<file path="config.mk">
export PLATFORM = sky130hd
export DESIGN_NAME = pipelined_adder
export DESIGN_NICKNAME = d
export VERILOG_FILES = /design/src/rtl/adder_pkg.sv /design/src/rtl/adder_slice.sv /design/src/rtl/pipelined_adder.sv
export SDC_FILE = /design/constraint.sdc
export NUM_CORES = 1
export LEC_CHECK = 0
export CORE_MARGIN = 2
export CORE_UTILIZATION = 50
export CTS_CLUSTER_SIZE = 24
export DETAILED_ROUTE_END_ITERATION = 10
export HOLD_SLACK_MARGIN = 0.15
export PLACE_DENSITY_LB_ADDON = 0.08
export SLEW_MARGIN = 20
export SYNTH_ARGS = -nofsm -noshare
export SYNTH_HDL_FRONTEND = slang
export SYNTH_SLANG_ARGS = --single-unit
export TNS_END_PERCENT = 30
</file>
<file path="constraint.sdc">
create_clock -name clk -period 5.25 [get_ports clk]
set_input_delay 1.05 -clock clk [delete_from_list [all_inputs] [get_ports clk]]
set_output_delay 1.05 -clock clk [all_outputs]
set_load 0.03 [all_outputs]
</file>
<file path="src/rtl/adder_pkg.sv">
// Shared types for the pipelined add/subtract unit.
package adder_pkg;

    typedef enum logic {
        ADD = 1'b0,
        SUB = 1'b1
    } adder_op_e;

endpackage

</file>
<file path="src/rtl/adder_slice.sv">
// Combinational CHUNK-bit adder slice: sum, carry out, and carry into the MSB.
module adder_slice #(
    parameter int CHUNK = 16
) (
    input  logic [CHUNK-1:0] a,
    input  logic [CHUNK-1:0] b,
    input  logic             cin,
    output logic [CHUNK-1:0] sum,
    output logic             cout,
    output logic             cmsb
);

    logic [CHUNK:0] full;

    assign full = {1'b0, a} + {1'b0, b} + {{CHUNK{1'b0}}, cin};
    assign sum  = full[CHUNK-1:0];
    assign cout = full[CHUNK];
    // The sum bit at the MSB is a ^ b ^ carry_in, so the carry into it falls out directly.
    assign cmsb = a[CHUNK-1] ^ b[CHUNK-1] ^ full[CHUNK-1];

endmodule

</file>
<file path="src/rtl/pipelined_adder.sv">
// Pipelined add/subtract unit: WIDTH-bit carry chain split into STAGES registered slices,
// with valid/ready handshake, global stall enable and registered carry/overflow/zero flags.
module pipelined_adder
    import adder_pkg::*;
#(
    parameter int WIDTH  = 32,
    parameter int STAGES = 2
) (
    input  logic             clk,
    input  logic             rst_n,
    input  logic             in_valid,
    output logic             in_ready,
    input  logic [WIDTH-1:0] in_a,
    input  logic [WIDTH-1:0] in_b,
    input  logic             in_op,
    output logic             out_valid,
    input  logic             out_ready,
    output logic [WIDTH-1:0] out_result,
    output logic             out_carry,
    output logic             out_overflow,
    output logic             out_zero
);

    localparam int SAFE_STAGES = (STAGES < 1) ? 1 : STAGES;
    localparam int CHUNK       = WIDTH / SAFE_STAGES;

    if ((STAGES < 1) || ((WIDTH % SAFE_STAGES) != 0)) begin : g_bad_params
        $fatal(1, "pipelined_adder: WIDTH must be divisible by STAGES and STAGES >= 1");
    end

    adder_op_e        op;
    logic             is_sub;
    logic [WIDTH-1:0] b_eff;
    logic             en;

    // Per-stage registers; a_q/b_q carry the not-yet-added upper operand chunks forward.
    logic [WIDTH-1:0] a_q   [SAFE_STAGES];
    logic [WIDTH-1:0] b_q   [SAFE_STAGES];
    logic [WIDTH-1:0] r_q   [SAFE_STAGES];
    logic             c_q   [SAFE_STAGES];
    logic             v_q   [SAFE_STAGES];
    logic             ovf_q;
    logic             zero_q;

    logic [CHUNK-1:0] sum_w  [SAFE_STAGES];
    logic             cout_w [SAFE_STAGES];
    logic             cmsb_w [SAFE_STAGES];

    assign op     = adder_op_e'(in_op);
    assign is_sub = (op == SUB);
    assign b_eff  = in_b ^ {WIDTH{is_sub}};

    assign out_valid    = v_q[SAFE_STAGES-1];
    assign en           = !(out_valid && !out_ready);
    assign in_ready     = en;
    assign out_result   = r_q[SAFE_STAGES-1];
    assign out_carry    = c_q[SAFE_STAGES-1];
    assign out_overflow = ovf_q;
    assign out_zero     = zero_q;

    for (genvar k = 0; k < SAFE_STAGES; k++) begin : g_stage
        logic [CHUNK-1:0] a_ch;
        logic [CHUNK-1:0] b_ch;
        logic             c_in;
        logic             v_in;
        logic [WIDTH-1:0] r_in;
        logic [WIDTH-1:0] r_next;

        if (k == 0) begin : g_first
            assign a_ch = in_a[k*CHUNK +: CHUNK];
            assign b_ch = b_eff[k*CHUNK +: CHUNK];
            assign c_in = is_sub;
            assign v_in = in_valid;
            assign r_in = '0;
        end else begin : g_next
            assign a_ch = a_q[k-1][k*CHUNK +: CHUNK];
            assign b_ch = b_q[k-1][k*CHUNK +: CHUNK];
            assign c_in = c_q[k-1];
            assign v_in = v_q[k-1];
            assign r_in = r_q[k-1];
        end

        adder_slice #(
            .CHUNK(CHUNK)
        ) u_slice (
            .a   (a_ch),
            .b   (b_ch),
            .cin (c_in),
            .sum (sum_w[k]),
            .cout(cout_w[k]),
            .cmsb(cmsb_w[k])
        );

        always_comb begin
            r_next                     = r_in;
            r_next[k*CHUNK +: CHUNK]   = sum_w[k];
        end

        always_ff @(posedge clk or negedge rst_n) begin
            if (!rst_n) begin
                v_q[k] <= 1'b0;
                r_q[k] <= '0;
                c_q[k] <= 1'b0;
            end else if (en) begin
                v_q[k] <= v_in;
                r_q[k] <= r_next;
                c_q[k] <= cout_w[k];
            end
        end

        if (k < SAFE_STAGES - 1) begin : g_skew
            always_ff @(posedge clk or negedge rst_n) begin
                if (!rst_n) begin
                    a_q[k] <= '0;
                    b_q[k] <= '0;
                end else if (en) begin
                    if (k == 0) begin
                        a_q[k] <= in_a;
                        b_q[k] <= b_eff;
                    end else begin
                        a_q[k] <= a_q[k-1];
                        b_q[k] <= b_q[k-1];
                    end
                end
            end
        end else begin : g_flags
            always_ff @(posedge clk or negedge rst_n) begin
                if (!rst_n) begin
                    ovf_q  <= 1'b0;
                    zero_q <= 1'b0;
                end else if (en) begin
                    ovf_q  <= cmsb_w[k] ^ cout_w[k];
                    zero_q <= (r_next == '0);
                end
            end
        end
    end

endmodule

</file>
Yosys cells after proc, flatten, opt, wreduce, memory -nomap -nowiden
Index checks and enable logic that the tools add are counted.

Bits in registers: 118. Logic and storage cells: 22. Input bits: 69. Output and inout port bits: 37.

Add/subtract/negate cells: 4. Reductions and logical operators: 4. Bitwise operators: 4.

Operators by type and width (count): 16-bit by 16-bit adder with 17-bit output (2); 17-bit by 1-bit adder with 17-bit output (2); 32-bit logical NOT (1); 32-bit XOR (1); 1-bit XOR (3); 1-bit logical NOT (2); 1-bit logical AND (1).

Longest topological paths before layout
Gate-level depths: netlist of the first run.

Word-level depth: 4. Depth in mapped cells: 12. Gate-level depth less buffers: 10.

Cells and area by module
A second synthesis of the first run with hierarchy kept.

Cell total of the unflattened synthesis: 443. Area total of the unflattened synthesis: 5156.2 um^2.

Modules (own cells, without submodules): pipelined_adder (cells an instance 250, sequential area each 2152.1 um^2, instances 1, area each 3573.4 um^2); adder_slice at g_stage[0].u_slice (cells an instance 101, sequential area each 0.0 um^2, instances 1, area each 859.6 um^2); adder_slice at g_stage[1].u_slice (cells an instance 92, sequential area each 0.0 um^2, instances 1, area each 723.2 um^2).

Least setup slack after synthesis of the first run
Ideal clock, no wire load.

Kind: input-to-reg. Start: input in_op. End: register r_q, in the netlist g_stage[1].r_in[11]. Slack: 1661 ps. Cell stages on the path: 12. Data required time: 5096 ps. Arrival time: 3435 ps. Cells stage by stage: buf_6 > clkbuf_1 > xor2_1 > ha_1 > and3_2 > a2111oi_4 > o21ai_2 > a31oi_1 > nor2_1 > a21oi_1 > xor2_1 > a21oi_1.

Cells in the longest elaborated chain, start to end: 3.

RTL lines: start: declaration (RTL line pipelined_adder.sv:15) `input logic in_op,`; 32-bit XOR (RTL line pipelined_adder.sv:51) `assign b_eff = in_b ^ {WIDTH{is_sub}};`; 16-bit by 16-bit adder with 17-bit output (RTL line adder_slice.sv:15) `assign full = {1'b0, a} + {1'b0, b} + {{CHUNK{1'b0}}, cin};`; 17-bit by 1-bit adder with 17-bit output * (RTL line adder_slice.sv:15); end signal: indexed assignment (RTL line pipelined_adder.sv:106) `r_q[k] <= r_next;`; end: declaration (RTL line pipelined_adder.sv:39) `logic [WIDTH-1:0] r_q [SAFE_STAGES];`.

Every way passes the cells marked *; elsewhere a longest branch is shown, timed or not. A chain may end at the register's enable or synchronous reset.

Final worst setup path of the first run
Start: input in_op. End: register c_q, in the netlist g_stage[1].c_in.

Cells in the longest elaborated chain, start to end: 3.

RTL lines: 32-bit XOR (RTL line pipelined_adder.sv:51); 16-bit by 16-bit adder with 17-bit output (RTL line adder_slice.sv:15); 17-bit by 1-bit adder with 17-bit output * (RTL line adder_slice.sv:15); end signal: indexed assignment (RTL line pipelined_adder.sv:107) `c_q[k] <= cout_w[k];`; end: declaration (RTL line pipelined_adder.sv:40) `logic c_q [SAFE_STAGES];`.

Marked as above.

==> summary.md, run 1 <==
| Metric | Value |
|---|---|
| Status | finished, final reports clean |
| Chip height | 104 um |
| Area share of the largest cell type after synthesis | between 40% and 50% |
| Nets | between 700 and 800 |
| HP Class | register to register |
| Fillers | between 800 and 900 |
| CP startpoint kind | input port |
| RSZ-0062 raised after global routing | no |
| Dominant synthesized flop cell | dfrtp_1 |
| Hold Path Sink | g_stage[1].v_in$_DFFE_PN0N_ |
| Share of layout cells above drive strength 1 | 7.56% |
| Worst skew pair latency | 0.35 ns |
| Worst-path clk slew | roughly 0.090 ns |
| IO buf count | approximately 110 |
| DP Area | approximately 0.006 sq mm |
| Post-CTS sizing | 0 |
| Max_slew headroom | 34.5% |
| Synthesis-to-layout area growth | 26.9% |
| DRC Markers | 0 |
| CTS sink count | 86 |
| Initial cell density of the core | 51.2% |
| Synth top area cells | dfrtp_1 43%, nand2_1 12%, ha_1 7.6% |
| Peak VDD IR | between 300 and 400 uV |
| Largest net degree at the start of global routing | approximately 100 |
| Routed len/inst | between 10 and 15 um |
| Core Rows | 36 |
| Hpwl dp | between 7000 and 8000 um |
| Routed vias | roughly 4000 |
| Vias/cell | 5.11 |
| Critical register-to-register path endpoint | out_zero$_DFFE_PN0N_ |
| CTS Buf Count | 9 |
| 1st-iter DRT viols | between 100 and 150 |
| Ys async rst share | between 90% and 100% |
| Least-Margin Pin Slew | ~0.98 ns |
| Initial antenna violation count | 0 |
| Fin area | between 0.006 and 0.007 sq mm |
| Syn Area/Cell | between 9 and 10 sq um |
| Ports | around 110 |
| Total power | around 2.7 mW |
| Die Area | 0.0107 sq mm |
| Total negative setup slack | 0 ns |
| Setup violations, final | 0 |
| Fin. Hold Viols | 0 |
| Worst setup EP type | register |
| Fin crit share | 71.9% |
| Fmax | approximately 270 MHz |
| CP most frequent cell | o21ai_0 |
| Sequential-to-total area share from yosys stat | 43.4% |
| # hold bufs at CTS | 0 |
| Critical Path AT | around 4.0 ns |
| Root Buffer | clkbuf_8 |
| Crit-path slowest cell | buf_2 |
| CP Max Fanout | 32 |
| Top-count cell post-synth | nand2_1 |
| CTS tree | done |
| Min Tclk post-route | between 3 and 4 ns |
| Core ar. | between 0.009 and 0.01 sq mm |
| Vias in the first global route | between 3000 and 4000 |
| Setup repair bufs after CTS | 0 |
| Global-route usage over all layers | 21.1% |
| Post-Syn Instances | approximately 550 |
| CP peak stage delay | ~0.73 ns |
| Detail Route Antenna Nets | 0 |
| Number of max-cap violations | 0 |
| Setup CP Type | input port to register |
| Clock skew | approximately 0.0090 ns |
| Required time of the critical path | roughly 5.5 ns |
| Syn. warnings | 0 |
| H-tree Lvls | 3 |
| Final hold slack | roughly 0.47 ns |
| Number of flops mapped to enable cells by yosys | 0 |
| Max Slew Vio Count | 0 |
| Synth Cell Area | just under 0.005 sq mm |
| GPL Wtd Cong | ~0.89 |
| Synthesized flop and latch total | 86 |
| Detailed Routing Iterations Pass 1 | 5 |
| R2R Setup Slk | ~2.0 ns |
| CP cell instances | buf_2 > xor2_1 > fa_1 > a21oi_1 > o2111ai_1 > nand3_1 > a31oi_1 > o21ai_0 > o21ai_0 > a211oi_1 > nor2_1 |
| Clock Tree Buf Depth | 2 |
| Synth unique cells | 52 |
| WP buf/inv | 1 |
| Worst R2R Path Depth | 10 |
| Pwr dens | 427 mW/mm^2 |
| GRT overflow | 0 |
| Routed WL | about 11000 um |
| Worst r2r src | a_q[48]$_DFFE_PN0N_ |
| CP top delay family | compound AO/OA/AOI/OAI gates |
| Worst hold start | g_stage[1].v_in$_DFFE_PN0N_ |
| Diode count | 0 |
| Die Span X | 104 um |
| Hold Crit Depth | 2 |
| Post-Syn Nets | 650 |
| Leakage | about 2.8 nW |
| Top cells by count, synth | 158 x nand2_1, 86 x dfrtp_1, 37 x o21ai_0 |
| First-pass GRT wire length | around 19000 um |
| Dominant cell type by area after synthesis | dfrtp_1 |
-- layout make-up --
class                      count  area [sq um]  area share, %
sequential                    86          2150           34.2
timing repair buffer         107          1060           16.9
tap                          133           166           2.64
multi-input combinational    432          2670           42.4
clock buffer                   9           124           1.97
clock inverter                 7          95.1           1.51
inverter                       7          26.3          0.417
-- per-stage QoR --
stage                     utilization (%)  cells  setup WS, ns
after floorplan                         -    548          1.66
after global placement               62.7    765          1.24
after detailed placement             62.7    765          1.12
after CTS                            65.0    781          1.50
after global routing                 65.0    781          1.21
final                                65.0    781          1.48
-- layout by cell type (no fill, tap or decap), types with 5 or more instances in the layout --
master and instances:
dfrtp_1 86, nor4_1 5, nand3_1 10, clkdlybuf4s50_1 103, clkbuf_8 9, xnor2_1 27
nor3_1 7, nor2_1 31, a21oi_1 28, inv_1 6, a21o_1 6, xor2_1 31
nand2_1 158, ha_1 30, o21a_1 5, o21ai_0 37
-- cells by family after synthesis --
group	Yosys count	synth area share (%)
buf+inv	30	2.98
xor+xnor	59	10.6
fa+ha+maj	33	8.77
mux	3	0.756
simple gates	233	19.7
compound gates	104	13.8
flops	86	43.4
-- worst reg2reg max path, stage by stage (launching register included) --
cell,delay [ns]
dfrtp_1,0.41
fa_1,0.46
fa_1,0.43
a211o_1,0.33
a31oi_1,0.30
xor2_1,0.27
nand2_1,0.08
nor3_1,0.22
and4_1,0.26
nand4_1,0.14
o41ai_2,0.22
-- state kept, by name, summed over array words and instances (netlist names) --
register / flops
out_carry: 1
out_overflow: 1
g_stage.r_in: 16
g_stage.v_in: 1
b_q: 16
a_q: 16
out_zero: 1
out_valid: 1
g_stage.c_in: 1
out_result: 32
-- power by group --
part           internal (mW)  switching (mW)
Combinational          0.513           0.684
Sequential             0.850           0.125
Clock                  0.270           0.246
-- worst max path at each step --
stage | startpoint | end | depth (start not counted)
5_1_grt | in_op | g_stage[1].c_in$_DFFE_PN0N_ | 11
2_1_floorplan | in_op | g_stage[1].r_in[11]$_DFFE_PN0N_ | 12
3_5_place_dp | in_op | g_stage[1].c_in$_DFFE_PN0N_ | 11
6_report | in_op | g_stage[1].c_in$_DFFE_PN0N_ | 11
4_1_cts | in_op | g_stage[1].c_in$_DFFE_PN0N_ | 11
3_3_place_gp | in_op | g_stage[1].r_in[15]$_DFFE_PN0N_ | 11
-- metal layers --
layer / track usage, % / share of wire (%) / up-vias / routed length, um
li1: - / - / 2022 / -
met1: 29.7 / 47 / 1861 / 5240
met2: 33.5 / 46 / 99 / 5110
met3: 5.10 / 5.4 / 8 / 595
met4: 4.05 / 0.82 / 0 / 91
met5: 0 / 0 / - / 0
Power figures use the tool's default switching activity.
==> run 2: changes to the inputs <==
--- a/config.mk
+++ b/config.mk
@@ -6,7 +6,7 @@
 export NUM_CORES = 1
 export LEC_CHECK = 0
 export CORE_MARGIN = 2
-export CORE_UTILIZATION = 50
+export CORE_UTILIZATION = 47
 export CTS_CLUSTER_SIZE = 24
 export DETAILED_ROUTE_END_ITERATION = 10
 export HOLD_SLACK_MARGIN = 0.15
==> constraint.sdc (replaced) <==
create_clock -name clk -period 3.37 [get_ports clk]
set_input_delay 0.674 -clock clk [delete_from_list [all_inputs] [get_ports clk]]
set_output_delay 0.674 -clock clk [all_outputs]
set_load 0.03 [all_outputs]
==> run 2 against run 1 <==
Compared with the run above:
- worst setup slack worse by 1.3 ns
- final area increased by 0.54%
- sequential power is 57% higher
- die area increased by 6.1%
- first-iteration DRC count increased by 15%
- wire length increased by 0.38%
==> summary.md, run 2 (synthesized netlist as in run 1, its figures left out) <==
| Metric | Value |
|---|---|
| Die Span X | 107 um (+3.0%) |
| Worst setup margin | 0.162 ns (-1.31 ns) |
| Worst R2R Path Depth | 10 (unchanged) |
| Global-route usage over all layers | 19.9% (-1.2 points) |
| Die Area | 0.0114 sq mm (+6.1%) |
| Nets | 751 (+0.81%) |
| Detailed Routing Iterations Pass 1 | 4 (-1) |
| CP peak stage delay | 0.46 ns (-0.27 ns) |
| Power share of the clock group | 17.8% (-1.4 points) |
| Min Tclk post-route | ~3.2 ns |
| Fmax | about 310 MHz |
| IO buf count | 105 (unchanged) |
| Diode count | 0 (unchanged) |
| # hold bufs at CTS | 0 (unchanged) |
| Grt met2 use | 31.2% (-2.3 points) |
| Critical Path AT | 3.45 ns (-0.57 ns) |
| Crit-path slowest cell | fa_1 |
| Leakage | 2.86 nW (+0.33%) |
| Fillers | 931 (+10%) |
| DP Area | 0.00612 sq mm (+0.80%) |
| Share of layout cells above drive strength 1 | 8.41% (+0.85 points) |
| First-pass GRT wire length | 18200 um (-1.9%) |
| Routed WL | 11100 um (+0.38%) |
| Cell Int Power | 2.48 mW (+52%) |
| Core Rows | 37 (+2.8%) |
| Final hold slack | 0.366 ns (-0.100 ns) |
| Routed vias | 4035 (+1.1%) |
| WP buf/inv | 0 (-1) |
| Hpwl dp | 8100 um (+1.9%) |
| CP top delay family | adder cells |
| Largest net degree at the start of global routing | 87 (-16%) |
| Ports | 106 (unchanged) |
| GPL Wtd Cong | 0.848 (-4.3%) |
| Post-CTS sizing | 0 (unchanged) |
| CTS Buf Count | 9 (unchanged) |
| Most frequent cells in the layout | 158 x nand2_1, 103 x clkdlybuf4s50_1, 86 x dfrtp_1, 37 x o21ai_0 |
| Pwr dens | 655 mW/mm^2 (+53%) |
| Vias in the first global route | 3887 (-0.59%) |
| Worst setup EP type | register |
| DRC Markers | 0 (unchanged) |
| Worst-path clk slew | 0.09 ns (about the same) |
| Clock skew | 0.00957 ns (+0.000536 ns) |
| Sequential Power Share | 36.8% (+0.5 points) |
| Status | finished, final reports clean |
| Chip height | 107 um (+3.0%) |
| Fin. Hold Viols | 0 (unchanged) |
| CP most frequent cell | fa_1 |
| Max_slew headroom | 49.1% (+15 points) |
| Met1 Use GR | 28.4% (-1.3 points) |
| H-tree Lvls | 3 (unchanged) |
| Routed len/inst | 14.0 um (-0.76%) |
| CP Max Fanout | 3 (-91%) |
| Root Buffer | clkbuf_8 |
| Commonest non-fill, non-tap cell in the layout | nand2_1 |
| Clock Tree Buf Depth | 2 (unchanged) |
| Setup CP Type | register to register |
| CTS sink count | 86 (unchanged) |
| Setup repair bufs after CTS | 0 (unchanged) |
| Comb pwr share | 45.3% (+0.8 points) |
| 1st-iter DRT viols | 150 (+15%) |
| Worst path depth | 10 (-1) |
| Initial cell density of the core | 48.3% (-3.0 points) |
| Worst skew pair latency | 0.35 ns (about the same) |
| Dpl ws | -0.0680 ns (-1.19 ns) |
| Required time of the critical path | 3.61 ns (-1.88 ns) |
| Max Slew Vio Count | 0 (unchanged) |
| Least-Margin Pin Slew | 0.763 ns (-0.219 ns) |
| Psw | 1.66 mW (+58%) |
| Initial antenna violation count | 0 (unchanged) |
| Synthesis-to-layout area growth | 27.6% |
| Peak VDD IR | 420 uV (+39%) |
| Fin area | 0.00633 sq mm (+0.54%) |
| Grt peak-use layer | met2 |
| Switching fraction of total power | 40.1% (+0.89 points) |
| Core ar. | 0.0103 sq mm (+6.1%) |
| RSZ-0062 raised after global routing | no |
| CP cell instances | fa_1 > fa_1 > a211o_1 > a31oi_2 > xor2_1 > nand2_1 > nor3_1 > and4_1 > nand4_1 > o41ai_2 |
| GRT overflow | 0 (unchanged) |
| HP Class | input port to async pin |
| Vias/cell | 5.11 (about the same) |
| Max FFs per register | 32 (unchanged) |
| M3 GR Usage | 4.13% (-0.96 points) |
| Number of max-cap violations | 0 (unchanged) |
| Final core utilization | 61.6% (-3.4 points) |
| Total power | 4.15 mW (+54%) |
| CTS tree | done |
| CP startpoint kind | register |
| Fin crit share | roughly 95% |
| Setup violations, final | 0 (unchanged) |
| Detail Route Antenna Nets | 0 (unchanged) |
## run 2: worst register-to-register path, cell delays in order (launching register included)
cell and delay, ns:
dfrtp_1 0.41, fa_1 0.46, fa_1 0.44, a211o_1 0.34
a31oi_2 0.25, xor2_1 0.25, nand2_1 0.08, nor3_1 0.24
and4_1 0.24, nand4_1 0.12, o41ai_2 0.26
## run 2: area by class of cell
type	count	area (sq um)	share of cell area, %
clock buffer	10	128	2.02
clock inverter	6	70.1	1.11
inverter	7	26.3	0.415
multi-input combinational	432	2680	42.3
sequential	86	2150	34.0
tap	136	170	2.69
timing repair buffer	113	1110	17.5
## run 2: path summary, 6_finish.rpt
kind                                               to                  startpoint  slack (ns)
hold reg to reg            out_result[27]$_DFFE_PN0N_  out_result[27]$_DFFE_PN0N_        0.47
hold / removal                    a_q[51]$_DFFE_PN0N_                       rst_n        0.37
max in group asynchronous         b_q[61]$_DFFE_PN0N_                       rst_n        2.49
setup / recovery                 out_zero$_DFFE_PN0N_         a_q[48]$_DFFE_PN0N_        0.16
min in group clk           out_result[27]$_DFFE_PN0N_  out_result[27]$_DFFE_PN0N_        0.47
setup reg to reg                 out_zero$_DFFE_PN0N_         a_q[48]$_DFFE_PN0N_        0.16
## run 2: through the flow
| stage | instances | setup TNS [ns] |
|---|---|---|
| after floorplan | 548 | 0 |
| after detailed placement | 774 | -0.111 |
| after CTS | 790 | 0 |
| final | 790 | 0 |
| after global placement | 774 | 0 |
| after global routing | 790 | 0 |
## run 2: routing by layer
| layer | wire length (um) | vias up | part of all wire [%] |
|---|---|---|---|
| met2 | 5040 | 84 | 45 |
| met5 | 0 | - | 0 |
| li1 | - | 2038 | - |
| met3 | 519 | 11 | 4.7 |
| met4 | 97 | 0 | 0.88 |
| met1 | 5430 | 1902 | 49 |
## run 2: power groups by stage
stage | Sequential, mW | Combinational (mW) | Clock, mW
6_report | 1.53 | 1.88 | 0.740
5_1_grt | 1.57 | 2.04 | 0.795
4_1_cts | 1.53 | 1.88 | 0.753
3_5_place_dp | 1.54 | 1.88 | 0
3_3_place_gp | 1.54 | 1.85 | 0
2_1_floorplan | 1.84 | 0.881 | 0
